## src/rtl/dmem_arbiter.sv

```systemverilog
// dmem_arbiter: shares one multi-cycle data-memory port between the CPU
// load/store path (port 0) and the debug/DMA loader (port 1).
// Each access is latched on grant, presented to memory for LAT cycles,
// then acknowledged with a one-cycle ack pulse on the owning port.
// Build option: define DMEM_ARB_CPU_PRIO_EN for fixed priority to port 0
// on contention; otherwise ties are broken round-robin.
`timescale 1ns/1ps

module dmem_arbiter #(
    parameter int ADDR_W = 64,
    parameter int DATA_W = 64,
    parameter int LAT    = 2
) (
    input  logic              clk,
    input  logic              rst,
    input  logic              req0,
    input  logic              we0,
    input  logic [ADDR_W-1:0] addr0,
    input  logic [DATA_W-1:0] wdata0,
    output logic              ack0,
    output logic              stall0,
    input  logic              req1,
    input  logic              we1,
    input  logic [ADDR_W-1:0] addr1,
    input  logic [DATA_W-1:0] wdata1,
    output logic              ack1,
    output logic              stall1,
    output logic [DATA_W-1:0] rdata,
    output logic              gnt,
    output logic              busy,
    output logic [ADDR_W-1:0] mem_addr,
    output logic              mem_we,
    output logic [DATA_W-1:0] mem_wdata,
    input  logic [DATA_W-1:0] mem_rdata
);

    localparam logic [1:0] ST_IDLE = 2'd0;
    localparam logic [1:0] ST_BUSY = 2'd1;
    localparam logic [1:0] ST_RESP = 2'd2;

    // Countdown start so that BUSY lasts exactly LAT cycles
    localparam logic [3:0] CNT_INIT = 4'(LAT - 1);

    logic [1:0]        state_q, state_d;
    logic [3:0]        cnt_q, cnt_d;
    logic              we_q, we_d;
    logic [ADDR_W-1:0] addr_q, addr_d;
    logic [DATA_W-1:0] wdata_q, wdata_d;
    logic [DATA_W-1:0] rdata_q, rdata_d;
    logic              gnt_q, gnt_d;
`ifndef DMEM_ARB_CPU_PRIO_EN
    logic              last_grant_q, last_grant_d;
`endif

    logic any_req;
    logic winner;

    // Pick the winning port from the current requests
    always_comb begin
        any_req = req0 | req1;
        if (req0 && req1) begin
`ifdef DMEM_ARB_CPU_PRIO_EN
            winner = 1'b0;
`else
            winner = ~last_grant_q;
`endif
        end else begin
            winner = req1;
        end
    end

    // Next-state logic: grant and latch in IDLE, count down in BUSY, ack in RESP
    always_comb begin
        state_d = state_q;
        cnt_d   = cnt_q;
        we_d    = we_q;
        addr_d  = addr_q;
        wdata_d = wdata_q;
        rdata_d = rdata_q;
        gnt_d   = gnt_q;
`ifndef DMEM_ARB_CPU_PRIO_EN
        last_grant_d = last_grant_q;
`endif
        case (state_q)
            ST_IDLE: begin
                if (any_req) begin
                    state_d = ST_BUSY;
                    gnt_d   = winner;
                    cnt_d   = CNT_INIT;
                    we_d    = winner ? we1    : we0;
                    addr_d  = winner ? addr1  : addr0;
                    wdata_d = winner ? wdata1 : wdata0;
`ifndef DMEM_ARB_CPU_PRIO_EN
                    last_grant_d = winner;
`endif
                end
            end
            ST_BUSY: begin
                if (cnt_q != 4'd0) begin
                    cnt_d = cnt_q - 4'd1;
                end else begin
                    rdata_d = mem_rdata;
                    state_d = ST_RESP;
                end
            end
            ST_RESP: begin
                state_d = ST_IDLE;
            end
            default: begin
                state_d = ST_IDLE;
            end
        endcase
    end

    // State registers; reset drops any in-flight access without an ack
    always_ff @(posedge clk or negedge rst) begin
        if (!rst) begin
            state_q <= ST_IDLE;
            cnt_q   <= 4'd0;
            we_q    <= 1'b0;
            addr_q  <= '0;
            wdata_q <= '0;
            rdata_q <= '0;
            gnt_q   <= 1'b0;
`ifndef DMEM_ARB_CPU_PRIO_EN
            last_grant_q <= 1'b1;
`endif
        end else begin
            state_q <= state_d;
            cnt_q   <= cnt_d;
            we_q    <= we_d;
            addr_q  <= addr_d;
            wdata_q <= wdata_d;
            rdata_q <= rdata_d;
            gnt_q   <= gnt_d;
`ifndef DMEM_ARB_CPU_PRIO_EN
            last_grant_q <= last_grant_d;
`endif
        end
    end

    // Outputs decoded from the registered state and latched request
    always_comb begin
        busy      = (state_q == ST_BUSY) || (state_q == ST_RESP);
        ack0      = (state_q == ST_RESP) && !gnt_q;
        ack1      = (state_q == ST_RESP) && gnt_q;
        stall0    = req0 & ~ack0;
        stall1    = req1 & ~ack1;
        mem_we    = (state_q == ST_BUSY) && we_q;
        mem_addr  = addr_q;
        mem_wdata = wdata_q;
        rdata     = rdata_q;
        gnt       = gnt_q;
    end

endmodule
```

## config.mk

```make
export PLATFORM = sky130hd
export DESIGN_NAME = dmem_arbiter
export DESIGN_NICKNAME = d
export VERILOG_FILES = /design/src/rtl/dmem_arbiter.sv
export SDC_FILE = /design/constraint.sdc
export NUM_CORES = 1
export LEC_CHECK = 0
export CAP_MARGIN = 25
export CORE_AREA = 2 2 205 207
export DETAILED_ROUTE_END_ITERATION = 7
export DIE_AREA = 0 0 207 209
export DONT_BUFFER_PORTS = 1
export PLACE_DENSITY = 0.42
export SYNTH_ARGS = -nofsm -noshare
export SYNTH_HDL_FRONTEND = slang
export SYNTH_SLANG_ARGS = --single-unit
export TNS_END_PERCENT = 30
```

## constraint.sdc

```tcl
create_clock -name clk -period 3.3 [get_ports clk]
set_input_delay 0.33 -clock clk [delete_from_list [all_inputs] [get_ports clk]]
set_output_delay 0.33 -clock clk [all_outputs]
set_load 0.005 [all_outputs]
```

==> flow_summary.ini <==
[route]
vias = 5982
dr.pass1.iters = 4
drc = 0
drtAntennaViolNets = 0
vias_per_cell = 4.24
routed_wl_um = 25400
dr.first_iter.drc_count = 233
post_drt_wl_per_cell_um = 18.0

[power_and_ir_drop]
p_sw_share_pct = 34.1
power.leakage_uw = 0.00514
power.density_nw_per_um2 = 888
seq_power_share_pct = 48.2
share_comb_of_total_power_pct = 25.0
p_switching_uw = 3420
p_int_uw = 6590
ir_drop_mv = 0.342
p_clk_share_pct = 26.7

[timing]
slew-limit-headroom_pct = 36.3
setup_viol = 0
hold-worst-slack_ns = -0.495
clock_skew_ns = 0.0134
post-route-period-util_pct = 75.7
min_period_ns = 2.50
setup_tns_ns = 0
max_freq_ghz = 0.400
tightest_slew_ns = 0.956
fin_ws_ns = 0.801
rsz0062_at_grt = false
final_hold_viol_count = 201
drv_slew = 0

[clock_network]
cts_tree = yes
clockBufferDepth = 3
ctsResizeCount = 0
cts.clk_slew.worst_paths_ns = 0.06
clk_latency_ns = 0.52
cts_setup_buffers = 0
root_buffer = clkbuf_16
cts_sinks = 201
numCtsBuffers = 23
cts.htree.levels = 1
postCtsHoldBufs = 116

[floorplanning]
dieArea_um2 = 43300
rows = 75
die_x_um = 207
dieHeight_um = 209
initial_core_util_pct = 21.5
pin_count = 525
fp.coreArea_um2 = 41300

[outcome]
status = finished with violations
violations = hold timing

[synth]
yosysMostFrequentCell = dfrtp_1
syn-cell-area_um2 = 8880
synth_cell_type_count = 32
ys_seq_elements = 201
synth.area.top_cells = dfrtp_1, mux2i_1, mux2_2, o21ai_0, nand2_1
ys_async_sr_fraction_pct = 100
yosys_most_used_dff = dfrtp_1
syn_inst = 752
synth_edf_count = 0
ys_top_cells_by_count = dfrtp_1, o21ai_0, nand2_1
synth_top_area_share_pct = 56.3
mappedNetlistNets = 1084
synth_top_cell_by_area = dfrtp_1
ys_seq_area_share_pct = 56.6
syn_avg_cell_area_um2 = 11.8
synth_warnings = 0

[critical_path]
slowest_stage = buf_12
cp_data_arrival_time_ns = 2.87
worstSetupEndpointType = register
critPathMaxFanout = 130
worst_setup_path_start_kind = register
r2r_end = mem_addr[8]
required_ns = 3.67
r2r_slack_ns = 0.80
rr_startpoint = last_grant_q
max_stage_delay_ns = 0.60
cp_cell_sequence = a21bo_4, buf_12, mux2i_1, dlygate4sd3_1, o21ai_0
r2r_cells = 5
critPathKind = register to register

[global_routing]
grt_pass1_vias = 6165
grt_pass1_wl_um = 38200
antenna_found_initial = 7
grt_overflow = 0
track_usage_pct = 11.2
grt_max_degree = 202

[cells_and_area]
instances_no_fill = 1410
drive_above_1_share_pct = 13.1
fin_nets = 1180
syn_to_final_growth_pct = 26.9
final_cell_area_um2 = 11300
nFillCells = 4299

[placed_design]
gp_congestion = 0.797
dpl_cell_area_um2 = 9300
port_buffers = 0
dpl.hpwl_um = 18100
dp_slack_ns = 1.01
dpl.cell_count = 1246

[min_path]
min_path_type = input port to async pin

[flow_run]
cap_violations = 0
flip-flops by register name, indices dropped and copies added (netlist names):
name and count:
cnt_q 4, gnt 1, last_grant_q 1, mem_addr 64
mem_wdata 64, rdata 64, state_q 2, we_q 1
power by group through the flow:
stage / registers (uW) / logic, uW / clock network [uW]
final: 4830 / 2510 / 2670
after CTS: 4860 / 2540 / 2790
after detailed placement: 4880 / 2420 / 0
after global routing: 4980 / 2890 / 2900
after global placement: 4930 / 2320 / 0
after floorplan: 4430 / 2100 / 0
worst max-delay path, delay by kind of cell, from the launching register on:
kind | cells | cell delay [ns]
compound gates | 2 | 0.22
mux | 1 | 0.26
flops | 1 | 0.55
buf+inv | 2 | 1.18
metal layers:
metal / routed length (um) / vias up / global-route usage, %
li1: - / 2812 / -
met1: 9400 / 2761 / 12.6
met2: 12300 / 343 / 18.2
met3: 2470 / 66 / 3.88
met4: 1270 / 0 / 7.24
met5: 0 / - / 0
cells in the final DEF, fill, tap and decap left out, types with 6 or more instances in the layout:
cell type and instances:
dfrtp_1 200, o21ai_0 133, nand2_1 131, mux2i_1 129, dlygate4sd3_1 116, mux2_2 65, clkbuf_16 23, diode_2 7
inv_1 6, ha_1 6
per-stage QoR:
| step | util [%] | hold WS [ns] | total power [uW] |
|---|---|---|---|
| floorplan | - | 0.0344 | 6540 |
| global placement | 22.5 | 0.0390 | 7250 |
| detailed placement | 22.5 | 0.0389 | 7300 |
| CTS | 27.3 | -0.535 | 10200 |
| global route | 27.3 | -0.539 | 10800 |
| finish | 27.3 | -0.495 | 10000 |
worst max-delay path by stage:
stage	startpoint	end	slack, ns	cells past startpoint
CTS	last_grant_q	mem_addr[0]	0.85	5
global route	last_grant_q	mem_addr[8]	0.71	5
finish	last_grant_q	mem_addr[8]	0.80	5
floorplan	cnt_q[0]	state_q[0]	1.59	5
detailed placement	state_q[1]	rdata[53]	1.01	5
global placement	state_q[1]	rdata[53]	1.03	5
final cells by class:
cell class,instances,area (um^2),area share (%)
Multi-Input combinational cell,494,3490,31.0
Clock inverter,10,155,1.38
Clock buffer,31,636,5.64
Timing Repair Buffer,122,1240,11.0
Antenna cell,7,17.5,0.155
Tap cell,539,674,5.98
Inverter,6,22.5,0.200
Sequential cell,201,5030,44.6
kinds of logic (layout without fill, tap and decap cells):
group / Yosys count / after routing / share of synthesized area [%]
multiplexers: 194 / 194 / 22.8
AND/OR/NAND/NOR: 151 / 151 / 7.14
adder cells (fa/ha/maj): 6 / 6 / 0.845
AO/OA/AOI/OAI: 143 / 143 / 8.31
other: 0 / 7 / 0
buffers and inverters: 57 / 169 / 4.28
flip-flops: 201 / 201 / 56.6
No activity file was read; power rests on OpenSTA's default activity.
